$ cat config.mk
export PLATFORM = sky130hd
export DESIGN_NAME = input_vc_controller_flat
export DESIGN_NICKNAME = d
export VERILOG_FILES = /design/src/rtl/input_vc_if.sv /design/src/rtl/input_vc_controller.sv /design/src/flat_wrapper.sv
export SDC_FILE = /design/constraint.sdc
export NUM_CORES = 1
export LEC_CHECK = 0
export CORE_MARGIN = 2
export CORE_UTILIZATION = 58
export CTS_CLUSTER_SIZE = 14
export DETAILED_ROUTE_END_ITERATION = 6
export HOLD_SLACK_MARGIN = 0.02
export PLACE_DENSITY = 0.86
export SYNTH_ARGS = -nofsm -noshare
export SYNTH_HDL_FRONTEND = slang
export SYNTH_SLANG_ARGS = --single-unit
$ cat constraint.sdc
create_clock -name clk -period 7.8 [get_ports clk]
set_clock_uncertainty 0.05 [all_clocks]
set_input_delay 1.56 -clock clk [delete_from_list [all_inputs] [get_ports clk]]
set_output_delay 1.56 -clock clk [all_outputs]
set_load 0.03 [all_outputs]
$ cat src/rtl/input_vc_if.sv
// Bundle of link, allocator and switch signals between one input VC controller and its
// neighbours. The master side is the upstream link plus the allocators; the slave side is the controller.
interface input_vc_if #(
  parameter int BUFFER_SIZE = 8,
  parameter int FLIT_DATA   = 32,
  parameter int PORT_SIZE   = 3
);
  localparam int CW = $clog2(BUFFER_SIZE) + 1;

  logic                 flit_valid_i;
  logic [1:0]           flit_type_i;
  logic [FLIT_DATA-1:0] flit_data_i;
  logic [PORT_SIZE-1:0] dest_port_i;
  logic                 vc_request_o;
  logic [PORT_SIZE-1:0] out_port_o;
  logic                 vc_valid_i;
  logic                 sa_request_o;
  logic                 sa_grant_i;
  logic                 flit_valid_o;
  logic [1:0]           flit_type_o;
  logic [FLIT_DATA-1:0] flit_data_o;
  logic                 idle_o;
  logic [CW-1:0]        count_o;
  logic                 error_o;
  logic [1:0]           state_dbg;

  modport master (
    output flit_valid_i, flit_type_i, flit_data_i, dest_port_i, vc_valid_i, sa_grant_i,
    input  vc_request_o, out_port_o, sa_request_o, flit_valid_o, flit_type_o, flit_data_o,
    input  idle_o, count_o, error_o, state_dbg
  );

  modport slave (
    input  flit_valid_i, flit_type_i, flit_data_i, dest_port_i, vc_valid_i, sa_grant_i,
    output vc_request_o, out_port_o, sa_request_o, flit_valid_o, flit_type_o, flit_data_o,
    output idle_o, count_o, error_o, state_dbg
  );
endinterface

$ cat src/rtl/input_vc_controller.sv
// Input-port virtual channel: buffers flits, requests a VC for each packet head and
// forwards flits on switch grants; idle_o feeds the upstream allocator's availability input.
module input_vc_controller #(
  parameter int BUFFER_SIZE = 8,
  parameter int FLIT_DATA   = 32,
  parameter int PORT_SIZE   = 3
) (
  input logic        clk,
  input logic        rst,
  input_vc_if.slave  bus
);
  localparam int PW = $clog2(BUFFER_SIZE);
  localparam int CW = PW + 1;
  localparam logic [CW-1:0] FULL = CW'(BUFFER_SIZE);

  typedef enum logic [1:0] {IDLE = 2'd0, VA = 2'd1, ACTIVE = 2'd2} state_t;

  // Handshakes: a flit is written on any edge with flit_valid_i high and is silently dropped
  // (raising error_o) if illegal; a pop happens only on an edge where sa_grant_i && sa_request_o.
  state_t               state, state_nxt;
  logic [1:0]           type_mem [BUFFER_SIZE];
  logic [FLIT_DATA-1:0] data_mem [BUFFER_SIZE];
  logic [PW-1:0]        wr_ptr, rd_ptr;
  logic [CW-1:0]        count, count_nxt;
  logic                 tail_written;
  logic                 is_head, head_ok, body_ok, push, pop, tail_pop, ret_idle, sa_request;
  logic                 idle_q, error_q, fvalid_q;
  logic [1:0]           ftype_q;
  logic [FLIT_DATA-1:0] fdata_q;
  logic [PORT_SIZE-1:0] port_q;

  always_comb begin
    is_head    = (bus.flit_type_i == 2'b00) || (bus.flit_type_i == 2'b11);
    head_ok    = is_head && (state == IDLE) && (count == '0);
    body_ok    = !is_head && ((state == VA) || (state == ACTIVE)) && !tail_written;
    push       = bus.flit_valid_i && (count != FULL) && (head_ok || body_ok);
    sa_request = (state == ACTIVE) && (count != '0);
    pop        = bus.sa_grant_i && sa_request;
    // TAIL (10) and HEADTAIL (11) both end a packet; bit 1 marks them.
    tail_pop   = pop && type_mem[rd_ptr][1];
    count_nxt  = count + CW'(push) - CW'(pop);
  end

  always_comb begin
    state_nxt = state;
    ret_idle  = 1'b0;
    case (state)
      IDLE:    if (push) state_nxt = VA;
      VA:      if (bus.vc_valid_i) state_nxt = ACTIVE;
      ACTIVE: begin
        if (tail_pop) begin
          state_nxt = IDLE;
          ret_idle  = 1'b1;
        end
      end
      default: state_nxt = IDLE;
    endcase
  end

  always_ff @(posedge clk) begin
    if (!rst) begin
      state        <= IDLE;
      wr_ptr       <= '0;
      rd_ptr       <= '0;
      count        <= '0;
      tail_written <= 1'b0;
      idle_q       <= 1'b1;
      error_q      <= 1'b0;
      fvalid_q     <= 1'b0;
      ftype_q      <= '0;
      fdata_q      <= '0;
      port_q       <= '0;
    end else begin
      state    <= state_nxt;
      count    <= count_nxt;
      idle_q   <= (state_nxt == IDLE) && (count_nxt == '0);
      fvalid_q <= pop;
      if (push) wr_ptr <= wr_ptr + 1'b1;
      if (pop) begin
        rd_ptr  <= rd_ptr + 1'b1;
        ftype_q <= type_mem[rd_ptr];
        fdata_q <= data_mem[rd_ptr];
      end
      if (push && head_ok) port_q <= bus.dest_port_i;
      if (bus.flit_valid_i && !push) error_q <= 1'b1;
      if (ret_idle) tail_written <= 1'b0;
      else if (push && bus.flit_type_i[1]) tail_written <= 1'b1;
    end
  end

  // Storage needs no reset: entries are only read after being written.
  always_ff @(posedge clk) begin
    if (push) begin
      type_mem[wr_ptr] <= bus.flit_type_i;
      data_mem[wr_ptr] <= bus.flit_data_i;
    end
  end

  assign bus.vc_request_o = (state == VA);
  assign bus.sa_request_o = sa_request;
  assign bus.out_port_o   = port_q;
  assign bus.flit_valid_o = fvalid_q;
  assign bus.flit_type_o  = ftype_q;
  assign bus.flit_data_o  = fdata_q;
  assign bus.idle_o       = idle_q;
  assign bus.count_o      = count;
  assign bus.error_o      = error_q;
  assign bus.state_dbg    = state;
endmodule

$ cat src/flat_wrapper.sv
// flat-port wrapper written by rule: the top's interface ports become plain ports
module input_vc_controller_flat 
#(
  parameter int BUFFER_SIZE = 8,
  parameter int FLIT_DATA   = 32,
  parameter int PORT_SIZE   = 3
)
  (clk, rst, bus_flit_valid_i, bus_flit_type_i, bus_flit_data_i, bus_dest_port_i, bus_vc_valid_i, bus_sa_grant_i, bus_vc_request_o, bus_out_port_o, bus_sa_request_o, bus_flit_valid_o, bus_flit_type_o, bus_flit_data_o, bus_idle_o, bus_count_o, bus_error_o, bus_state_dbg);
  input_vc_if #(.BUFFER_SIZE(BUFFER_SIZE), .FLIT_DATA(FLIT_DATA), .PORT_SIZE(PORT_SIZE)) bus_i ();
  input logic clk;
  input logic rst;
  input wire logic [$bits(bus_i.flit_valid_i)-1:0] bus_flit_valid_i;
  input wire logic [$bits(bus_i.flit_type_i)-1:0] bus_flit_type_i;
  input wire logic [$bits(bus_i.flit_data_i)-1:0] bus_flit_data_i;
  input wire logic [$bits(bus_i.dest_port_i)-1:0] bus_dest_port_i;
  input wire logic [$bits(bus_i.vc_valid_i)-1:0] bus_vc_valid_i;
  input wire logic [$bits(bus_i.sa_grant_i)-1:0] bus_sa_grant_i;
  output wire logic [$bits(bus_i.vc_request_o)-1:0] bus_vc_request_o;
  output wire logic [$bits(bus_i.out_port_o)-1:0] bus_out_port_o;
  output wire logic [$bits(bus_i.sa_request_o)-1:0] bus_sa_request_o;
  output wire logic [$bits(bus_i.flit_valid_o)-1:0] bus_flit_valid_o;
  output wire logic [$bits(bus_i.flit_type_o)-1:0] bus_flit_type_o;
  output wire logic [$bits(bus_i.flit_data_o)-1:0] bus_flit_data_o;
  output wire logic [$bits(bus_i.idle_o)-1:0] bus_idle_o;
  output wire logic [$bits(bus_i.count_o)-1:0] bus_count_o;
  output wire logic [$bits(bus_i.error_o)-1:0] bus_error_o;
  output wire logic [$bits(bus_i.state_dbg)-1:0] bus_state_dbg;
  assign bus_i.flit_valid_i = bus_flit_valid_i;
  assign bus_i.flit_type_i = bus_flit_type_i;
  assign bus_i.flit_data_i = bus_flit_data_i;
  assign bus_i.dest_port_i = bus_dest_port_i;
  assign bus_i.vc_valid_i = bus_vc_valid_i;
  assign bus_i.sa_grant_i = bus_sa_grant_i;
  assign bus_vc_request_o = bus_i.vc_request_o;
  assign bus_out_port_o = bus_i.out_port_o;
  assign bus_sa_request_o = bus_i.sa_request_o;
  assign bus_flit_valid_o = bus_i.flit_valid_o;
  assign bus_flit_type_o = bus_i.flit_type_o;
  assign bus_flit_data_o = bus_i.flit_data_o;
  assign bus_idle_o = bus_i.idle_o;
  assign bus_count_o = bus_i.count_o;
  assign bus_error_o = bus_i.error_o;
  assign bus_state_dbg = bus_i.state_dbg;
  input_vc_controller #(.BUFFER_SIZE(BUFFER_SIZE), .FLIT_DATA(FLIT_DATA), .PORT_SIZE(PORT_SIZE)) u_core (.clk(clk), .rst(rst), .bus(bus_i));
endmodule
==> run_results.csv, run 1 <==
group,metric,value,unit
finish,seq_area,9300,um^2
route,drt_pass1_iterations,5,
synth,synth_cell_types,42,
floorplan,die_w,151,um
placement,gp_congestion,0.787,
synth,syn_area_per_cell,19.6,um^2
synth,syn-cell-area,12600,um^2
synth,synth_cells,641,
route,drt-wirelength-per-cell,25.1,um
timing,relSlewSlack,15.8,%
grt,grt_max_degree,72,
grt,antenna_found_initial,2,
power,p_int,3.04,mW
timing,clock.fmax,211,MHz
synth,synth_top_area_cell,"edfxtp_1",
floorplan,initial_core_util,59.4,%
route,drtAntennaViolNets,0,
power,sequentialPowerShare,51.8,%
floorplan,num_rows,53,
floorplan,core,21200,um^2
synth,synth_ff_type,"edfxtp_1",
grt,grt.total_usage,23.7,%
finish,multi_input_area,3100,um^2
timing,slew_violations,0,
power,clkPwrFrac,34.7,%
clock_tree,clock_path_buffers,3,
clock_tree,root_buffer,"clkbuf_16",
clock_tree,holdBufCountCts,0,
placement,post-dp-hpwl,14400,um
timing,timing.final.hold_violations,0,
floorplan,die_h,151,um
clock_tree,cts_sinks,328,
timing,grt_setup_unrepaired,"false",
finish,layout_commonest_cell,"edfxtp_1",
clock_tree,clk_latency,0.55,ns
route,via_per_inst,6.19,
power,p_sw_share,24.4,%
hold_path,hp-class,"reg -> reg",
critical_path,crit_type,"in -> reg",
critical_path,crit_path_max_fanout,10,
power,p_leak,4.98,nW
route,drc,0,
finish,drive_above_1_share,18.0,%
critical_path,endpoint_kind,"flop",
power,p_switching,0.981,mW
critical_path,crit_top_cell,"inv_1",
power,irDropWorstVdd,172,uV
critical_path,critPathRequiredTime,8.23,ns
floorplan,die_area,22800,um^2
synth,async_reset_ff_share,0,%
critical_path,path_cells,"clkdlybuf4s50_1, xor2_1, mux2i_1, nand2_2, inv_1, ha_1, inv_1, fa_1, xnor2_1, or4b_2, o21ai_0, o221a_1",
finish,final_cell_count_no_fill,1039,
timing,fin_setup_tns,0,ns
synth,ys_seq_area_share,74.0,%
clock_tree,h-tree-depth,1,
critical_path,crit_path_max_incr_delay,0.67,ns
synth,synth_area_leaders,"edfxtp_1 (65%), mux4_2 (12%), dfxtp_1 (8.9%)",
synth,synth_nets,695,
timing,fin_ws,3.05,ns
clock_tree,numCtsBuffers,31,
finish,syn2layout_area_growth,16.9,%
run_status,status,"completed",
critical_path,startpoint_type,"input pin",
route,routed-via-count,6432,
placement,port_buffers,89,
timing,setup_viol,0,
synth,yosysWarnings,0,
power,p_per_area,274,nW/um^2
flow_run,maxCapViolCount,0,
placement,place_inst,983,
clock_tree,cts_tree,"done",
finish,nets,795,
grt,overflow,0,
finish,final_util,69.4,%
synth,synth_edf_count,272,
timing,period_minus_slack,4.75,ns
grt,grt_first_pass_wirelength,40000,um
clock_tree,clk_pin_slew_worst_paths,0.06,ns
clock_tree,post_cts_buffers,0,
floorplan,io_pins,90,
critical_path,slowest_stage,"clkdlybuf4s50_1",
timing,timing_worst_slew_pin_value,1.26,ns
finish,mostFrequentLayoutCells,"edfxtp_1 (272), clkdlybuf4s50_1 (88), mux4_2 (67)",
power,p_comb_share,13.5,%
placement,dp_slack,2.58,ns
timing,period_share,60.8,%
timing,hold_ws,0.433,ns
route,wl,26100,um
synth,synth_seq_cells,328,
clock_tree,post_cts_resized,0,
critical_path,arrival,5.18,ns
grt,grt_pass1_vias,6818,
finish,num-fill-cells,1257,
route,drtIter0Drc,609,
synth,synth_top_area_share,65.0,%
==> power by group through the flow <==
stage	Sequential [mW]	Combinational (mW)	Clock, mW
finish	2.08	0.543	1.39
global route	2.09	0.584	1.48
CTS	2.08	0.541	1.41
detailed placement	2.12	0.534	0
global placement	2.10	0.507	0
floorplan	2.14	0.305	0
==> flip-flops by register name, summed over array words and instances, names as in the netlist, 2 cells and up, named ones only <==
| name | count |
|---|---|
| u_core.type_mem | 16 |
| u_core.wr_ptr | 3 |
| u_core.bus.flit_data_o | 32 |
| u_core.bus.out_port_o | 3 |
| u_core.bus.count_o | 4 |
| u_core.data_mem | 256 |
| u_core.rd_ptr | 3 |
| u_core.bus.flit_type_o | 2 |
| u_core.bus.state_dbg | 2 |
==> cell families (layout without fill, tap and decap cells) <==
kind of cell	after synthesis	after routing	share of synthesized area, %
DFF	328	328	74.0
muxes	103	103	14.9
and+or+nand+nor	90	90	3.47
AOI/OAI and AO/OA	56	56	4.14
buffers and inverters	44	166	1.74
adders and majority gates	12	12	1.26
xor gates and xnor gates	8	8	0.558
other	0	1	0
==> final timing paths <==
path | startpoint | end | slack [ns] | cells after the start
max | bus_flit_type_i[1] | u_core.bus.idle_o$_SDFF_PN1_ | 3.05 | 12
min | u_core.tail_written$_SDFFE_PP0P_ | u_core.tail_written$_SDFFE_PP0P_ | 0.43 | 2
max reg2reg | u_core.bus.count_o[2]$_SDFF_PN0_ | u_core.bus.idle_o$_SDFF_PN1_ | 4.18 | 12
min reg2reg | u_core.tail_written$_SDFFE_PP0P_ | u_core.tail_written$_SDFFE_PP0P_ | 0.43 | 2
==> final cells by class <==
type | count | share of cell area, %
repair buffers | 100 | 6.59
clock inverters | 13 | 0.588
well taps | 275 | 2.34
inverters | 11 | 0.281
diodes | 1 | 0.0170
clock buffers | 42 | 5.77
flip-flops and latches | 328 | 63.3
multi-input cells | 269 | 21.1
==> metrics by stage <==
stage          area [um^2]  power, mW
2_1_floorplan        12600       2.45
3_3_place_gp         13700       2.61
3_5_place_dp         13700       2.65
4_1_cts              14700       4.04
5_1_grt              14700       4.15
6_report             14700       4.02
==> metal layers <==
metal	track usage [%]	vias to the layer above	share of wire [%]
met5	0	-	0.050
met3	3.89	61	6.2
li1	-	2761	-
met4	7.52	2	2.7
met2	41.5	277	53
met1	30.9	3331	38
==> worst max-delay path: cells and delay by family <==
| kind | cells | cell delay (ns) |
|---|---|---|
| AOI/OAI and AO/OA | 2 | 0.36 |
| xor gates and xnor gates | 2 | 0.44 |
| buffers and inverters | 3 | 0.94 |
| and+or+nand+nor | 2 | 0.87 |
| muxes | 1 | 0.40 |
| adders and majority gates | 2 | 0.60 |
==> cell usage after synthesis, types with 2 or more instances <==
library cell / n
and2_1: 11
a21oi_1: 6
xnor2_1: 6
dfxtp_1: 56
nand2b_1: 2
xor2_1: 2
a21boi_0: 8
buf_2: 6
buf_4: 6
nand2_1: 49
nor3b_1: 2
buf_1: 3
buf_6: 3
o211a_1: 33
mux2i_1: 36
edfxtp_1: 272
mux4_2: 67
nor2b_1: 3
inv_1: 11
nor3_1: 2
ha_1: 11
clkbuf_1: 14
a21o_1: 2
nor4b_1: 2
nand3_1: 6
nor2_1: 6
Note: power is estimated with default switching activity, not from simulation.
==> run 2, diff against run 1 <==
==> constraint.sdc (replaced) <==
create_clock -name clk -period 4.6 [get_ports clk]
set_clock_uncertainty 0.05 [all_clocks]
set_input_delay 0.92 -clock clk [delete_from_list [all_inputs] [get_ports clk]]
set_output_delay 0.92 -clock clk [all_outputs]
set_load 0.03 [all_outputs]
==> run 2 against run 1 <==
Sequential share of layout area decreased by 0.58 points. Sequential power increased by 71%. Power increased by 74%. First-iteration DRC count decreased by 23%. Highest routed layer unchanged. Register-to-register slack got worse by 3.0 ns. Global-route usage increased by 0.056 points. Largest power group unchanged. Core utilization increased by 0.64 points. Final area increased by 0.93%.
==> run_results.csv, run 2 (synthesized netlist as in run 1, its figures left out) <==
group,metric,value,unit
timing,timing.final.hold_violations,0,
floorplan,num_rows,53,
clock_tree,clk_latency,0.55,ns
placement,port_buffers,89,
power,p_leak,5.04,nW
route,drtAntennaViolNets,0,
finish,mostFrequentLayoutCells,"edfxtp_1 (272), clkdlybuf4s50_1 (88), mux4_2 (67)",
floorplan,initial_core_util,59.4,%
clock_tree,holdBufCountCts,0,
critical_path,endpoint_kind,"flop",
critical_path,startpoint_type,"input pin",
grt,antenna_found_initial,1,
floorplan,io_pins,90,
finish,diodes,0,
clock_tree,cts_tree,"done",
clock_tree,clock_path_buffers,3,
placement,post-dp-hpwl,13700,um
finish,nets,800,
timing,period_share,86.7,%
finish,regMostFlops,"u_core.data_mem",
finish,layout_commonest_cell,"edfxtp_1",
clock_tree,numCtsBuffers,31,
timing,period_minus_slack,3.99,ns
clock_tree,post_cts_resized,0,
critical_path,crit_path_max_fanout,10,
timing,relSlewSlack,32.1,%
critical_path,r2r-start,"u_core.bus.state_dbg[1]$_SDFF_PN0_",
critical_path,crit_type,"in -> reg",
clock_tree,clk_pin_slew_worst_paths,0.06,ns
route,wl,26400,um
route,routed-via-count,6387,
timing,setup_viol,0,
timing,clock.fmax,251,MHz
finish,final_cell_count_no_fill,1045,
critical_path,arrival,4.43,ns
power,power.total,6.99,mW
finish,syn2layout_area_growth,18.0,%
grt,grt_max_degree,71,
placement,gp_congestion,0.782,
power,irDropWorstVdd,278,uV
route,drt-wirelength-per-cell,25.3,um
timing,timing_worst_slew_pin_value,1.02,ns
clock_tree,post_cts_buffers,0,
run_status,status,"completed",
grt,grt_pass1_vias,6874,
route,drtIter0Drc,468,
finish,drive_above_1_share,18.4,%
hold_path,hp-class,"reg -> reg",
power,p_per_area,472,nW/um^2
critical_path,critPathRequiredTime,5.04,ns
clock_tree,root_buffer,"clkbuf_16",
clock_tree,cts_sinks,328,
hold_path,hp-start,"u_core.bus.out_port_o[1]$_SDFFE_PN0P_",
floorplan,die_h,151,um
route,drt_pass1_iterations,5,
clock_tree,h-tree-depth,1,
flow_run,maxCapViolCount,0,
grt,grt.total_usage,23.8,%
finish,largest_reg_flops,256,
grt,overflow,0,
floorplan,die_area,22800,um^2
grt,grt_first_pass_wirelength,39900,um
route,via_per_inst,6.11,
finish,final_util,70.1,%
timing,grt_setup_unrepaired,"false",
timing,slew_violations,0,
critical_path,startpoint,"bus_flit_type_i[1]",
placement,place_inst,988,
timing,fin_setup_tns,0,ns
floorplan,die_w,151,um
route,drc,0,
floorplan,core,21200,um^2
==> run 2: changes by cell type in the layout (fill, tap and decap cells not counted), sizes merged <==
cell      previous run  this run
clkinv              11        10
bufinv               1         4
diode                1         0
clkinvlp             1         0
inv                 11        12
buf                 12        17
==> run 2: routing by layer <==
layer	global-route usage, %	part of all wire, %
met1	30.5	39
met2	41.2	52
met3	4.07	5.2
met4	9.16	3.1
met5	0	0.049
==> run 2: final timing paths <==
path / slack [ns] / to / cells past startpoint
min reg2reg: 0.42 / u_core.bus.out_port_o[1]$_SDFFE_PN0P_ / 2
max reg2reg: 1.16 / u_core.bus.idle_o$_SDFF_PN1_ / 13
max: 0.61 / u_core.bus.idle_o$_SDFF_PN1_ / 12
min: 0.42 / u_core.bus.out_port_o[1]$_SDFFE_PN0P_ / 2
==> run 2: final cells by class <==
class / count / area (um^2)
sequential: 328 / 9300
timing repair buffer: 105 / 1010
fill: 1180 / 6330
clock inverter: 15 / 173
tap: 275 / 344
clock buffer: 42 / 817
inverter: 11 / 41.3
multi-input combinational: 269 / 3150
==> run 2: worst max-delay path: stages <==
cell	delay, ns
clkdlybuf4s50_1	0.67
xor2_1	0.35
mux2i_1	0.40
nand2_2	0.10
inv_1	0.16
ha_1	0.20
inv_1	0.07
fa_1	0.40
xnor2_1	0.15
or4b_2	0.63
o21ai_0	0.18
o221a_1	0.19
==> run 2: where the power goes <==
group / internal (mW) / switching (mW) / leakage [nW] / total (mW)
Sequential: 3.43 / 0.113 / 2.91 / 3.55
Clock: 1.46 / 1.05 / 0.483 / 2.51
Combinational: 0.401 / 0.535 / 1.64 / 0.936
Total: 5.30 / 1.69 / 5.04 / 6.99
==> run 2: metrics by stage <==
stage	hold WS (ns)	area (um^2)	setup WS, ns
after floorplan	0.393	12600	0.0649
after global placement	0.401	13800	0.340
after detailed placement	0.419	13800	0.155
after CTS	0.429	14800	0.655
after global routing	0.463	14800	0.431
final	0.425	14800	0.610
==> run 3, diff against run 2 <==
--- a/config.mk
+++ b/config.mk
@@ -7,7 +7,6 @@
 export LEC_CHECK = 0
 export CORE_MARGIN = 2
 export CORE_UTILIZATION = 58
-export CTS_CLUSTER_SIZE = 14
 export DETAILED_ROUTE_END_ITERATION = 6
 export HOLD_SLACK_MARGIN = 0.02
 export PLACE_DENSITY = 0.86
==> run 3 against run 2 <==
Register-to-register slack barely moved. Power hardly changed. First-iteration DRC count is 3.2% higher. Flip-flop and latch count did not move. Worst setup slack improved by 0.0029 ns. Clock power is essentially flat. Routed wire length hardly changed. Critical endpoint unchanged.
==> run_results.csv, run 3 (synthesized netlist as in run 1, its figures left out) <==
group,metric,value,unit
power,p_per_area,472,nW/um^2
timing,fin_setup_tns,0,ns
clock_tree,post_cts_resized,0,
route,wl_met3,1400,um
power,p_switching,1.69,mW
critical_path,crit_type,"in -> reg",
power,clkPwrFrac,35.9,%
power,power.total,6.99,mW
finish,fin_area,14800,um^2
critical_path,slowest_stage,"clkdlybuf4s50_1",
critical_path,arrival,4.43,ns
timing,clock.fmax,251,MHz
finish,syn2layout_area_growth,18.0,%
timing,hold_ws,0.422,ns
floorplan,num_rows,53,
power,sequentialPowerShare,50.7,%
finish,diodes,0,
placement,place_inst,988,
power,p_leak,5.04,nW
critical_path,crit_path_max_incr_delay,0.67,ns
floorplan,core,21200,um^2
power,p_int,5.30,mW
clock_tree,clk_pin_slew_worst_paths,0.06,ns
finish,num-fill-cells,1180,
finish,layout_commonest_cell,"edfxtp_1",
finish,mostFrequentLayoutCells,"edfxtp_1 (272), clkdlybuf4s50_1 (88), mux4_2 (67)",
route,wl,26400,um
route,drt-wirelength-per-cell,25.2,um
hold_path,hp-start,"u_core.bus.out_port_o[1]$_SDFFE_PN0P_",
floorplan,die_h,151,um
route,drtAntennaViolNets,0,
critical_path,r2r-start,"u_core.bus.state_dbg[1]$_SDFF_PN0_",
timing,period_minus_slack,3.99,ns
critical_path,reg2regPathDepth,13,
critical_path,startpoint_type,"input pin",
placement,gp_congestion,0.782,
critical_path,path_cells,"clkdlybuf4s50_1, xor2_1, mux2i_1, nand2_2, inv_1, ha_1, inv_1, fa_1, xnor2_1, or4b_2, o21ai_0, o221a_1",
grt,grt_first_pass_wirelength,39900,um
flow_run,maxCapViolCount,0,
clock_tree,cts_tree,"done",
finish,nets,800,
clock_tree,root_buffer,"clkbuf_16",
critical_path,endpoint_kind,"flop",
route,drtIter0Drc,483,
floorplan,die_area,22800,um^2
route,via_per_inst,6.15,
timing,period_share,86.7,%
route,drc,0,
critical_path,crit_top_cell,"inv_1",
critical_path,critPathRequiredTime,5.04,ns
hold_path,hp-class,"reg -> reg",
finish,regMostFlops,"u_core.data_mem",
placement,port_buffers,89,
clock_tree,clock_path_buffers,3,
clock_tree,cts_sinks,328,
placement,placed_area,13800,um^2
finish,final_cell_count_no_fill,1045,
power,irDropWorstVdd,278,uV
timing,timing_worst_slew_pin_value,1.02,ns
grt,overflow,0,
clock_tree,holdBufCountCts,0,
route,met1_length,10300,um
timing,relSlewSlack,31.9,%
hold_path,hold_depth,2,
route,drt_pass1_iterations,5,
timing,setup_viol,0,
floorplan,io_pins,90,
timing,slew_violations,0,
route,highest_layer,"met5",
clock_tree,h-tree-depth,1,
clock_tree,clk_latency,0.56,ns
power,p_sw_share,24.2,%
critical_path,crit_path_max_fanout,10,
timing,grt_setup_unrepaired,"false",
floorplan,initial_core_util,59.4,%
placement,post-dp-hpwl,13700,um
grt,grt_max_degree,71,
grt,antenna_found_initial,1,
clock_tree,numCtsBuffers,31,
route,routed-via-count,6424,
power,p_comb_share,13.4,%
finish,drive_above_1_share,18.4,%
clock_tree,post_cts_buffers,0,
floorplan,die_w,151,um
critical_path,startpoint,"bus_flit_type_i[1]",
timing,timing.final.hold_violations,0,
grt,grt.total_usage,23.8,%
grt,grt_pass1_vias,6877,
finish,largest_reg_flops,256,
route,wl_met2,13800,um
run_status,status,"completed",
==> run 3: cell counts in the layout (fill, tap and decap cells not counted) <==
Identical to the previous run, type by type.
==> run 3: path summary, 6_finish.rpt <==
| path | endpoint | slack, ns |
|---|---|---|
| worst max-delay path | u_core.bus.idle_o$_SDFF_PN1_ | 0.61 |
| worst min-delay path | u_core.bus.out_port_o[1]$_SDFFE_PN0P_ | 0.42 |
| worst max register to register | u_core.bus.idle_o$_SDFF_PN1_ | 1.15 |
| worst min register to register | u_core.bus.out_port_o[1]$_SDFFE_PN0P_ | 0.42 |
==> run 3: power by group through the flow <==
stage	Combinational [mW]	Sequential, mW	Clock [mW]
2_1_floorplan	0.526	3.63	0
4_1_cts	0.936	3.55	2.54
5_1_grt	0.998	3.56	2.64
6_report	0.937	3.54	2.51
3_5_place_dp	0.917	3.60	0
3_3_place_gp	0.873	3.58	0
==> run 3: area by class of cell <==
class                           instances  area (um^2)  share of cell area (%)
Clock inverter                         15          173                    1.16
Inverter                               11         41.3                   0.279
Timing Repair Buffer                  105         1010                    6.79
Sequential cell                       328         9300                    62.7
Multi-Input combinational cell        269         3150                    21.2
Clock buffer                           42          817                    5.51
Tap cell                              275          344                    2.32
==> run 3: stage by stage <==
step | worst slack [ns] | utilization [%]
final | 0.613 | 70.1
after floorplan | 0.0649 | -
after global routing | 0.431 | 70.1
after detailed placement | 0.155 | 65.4
after global placement | 0.340 | 65.4
after CTS | 0.655 | 70.1
==> run 3: layer usage <==
metal	track usage, %	up-vias
li1	-	2775
met1	30.5	3313
met2	41.2	274
met3	4.07	60
met4	9.16	2
met5	0	-
==> run 3: critical path: cells and delay by family <==
kind | cells | cell delay [ns]
AO/OA/AOI/OAI | 2 | 0.37
XOR/XNOR | 2 | 0.50
adder cells (fa/ha/maj) | 2 | 0.60
buffers and inverters | 3 | 0.90
multiplexers | 1 | 0.40
AND/OR/NAND/NOR | 2 | 0.73
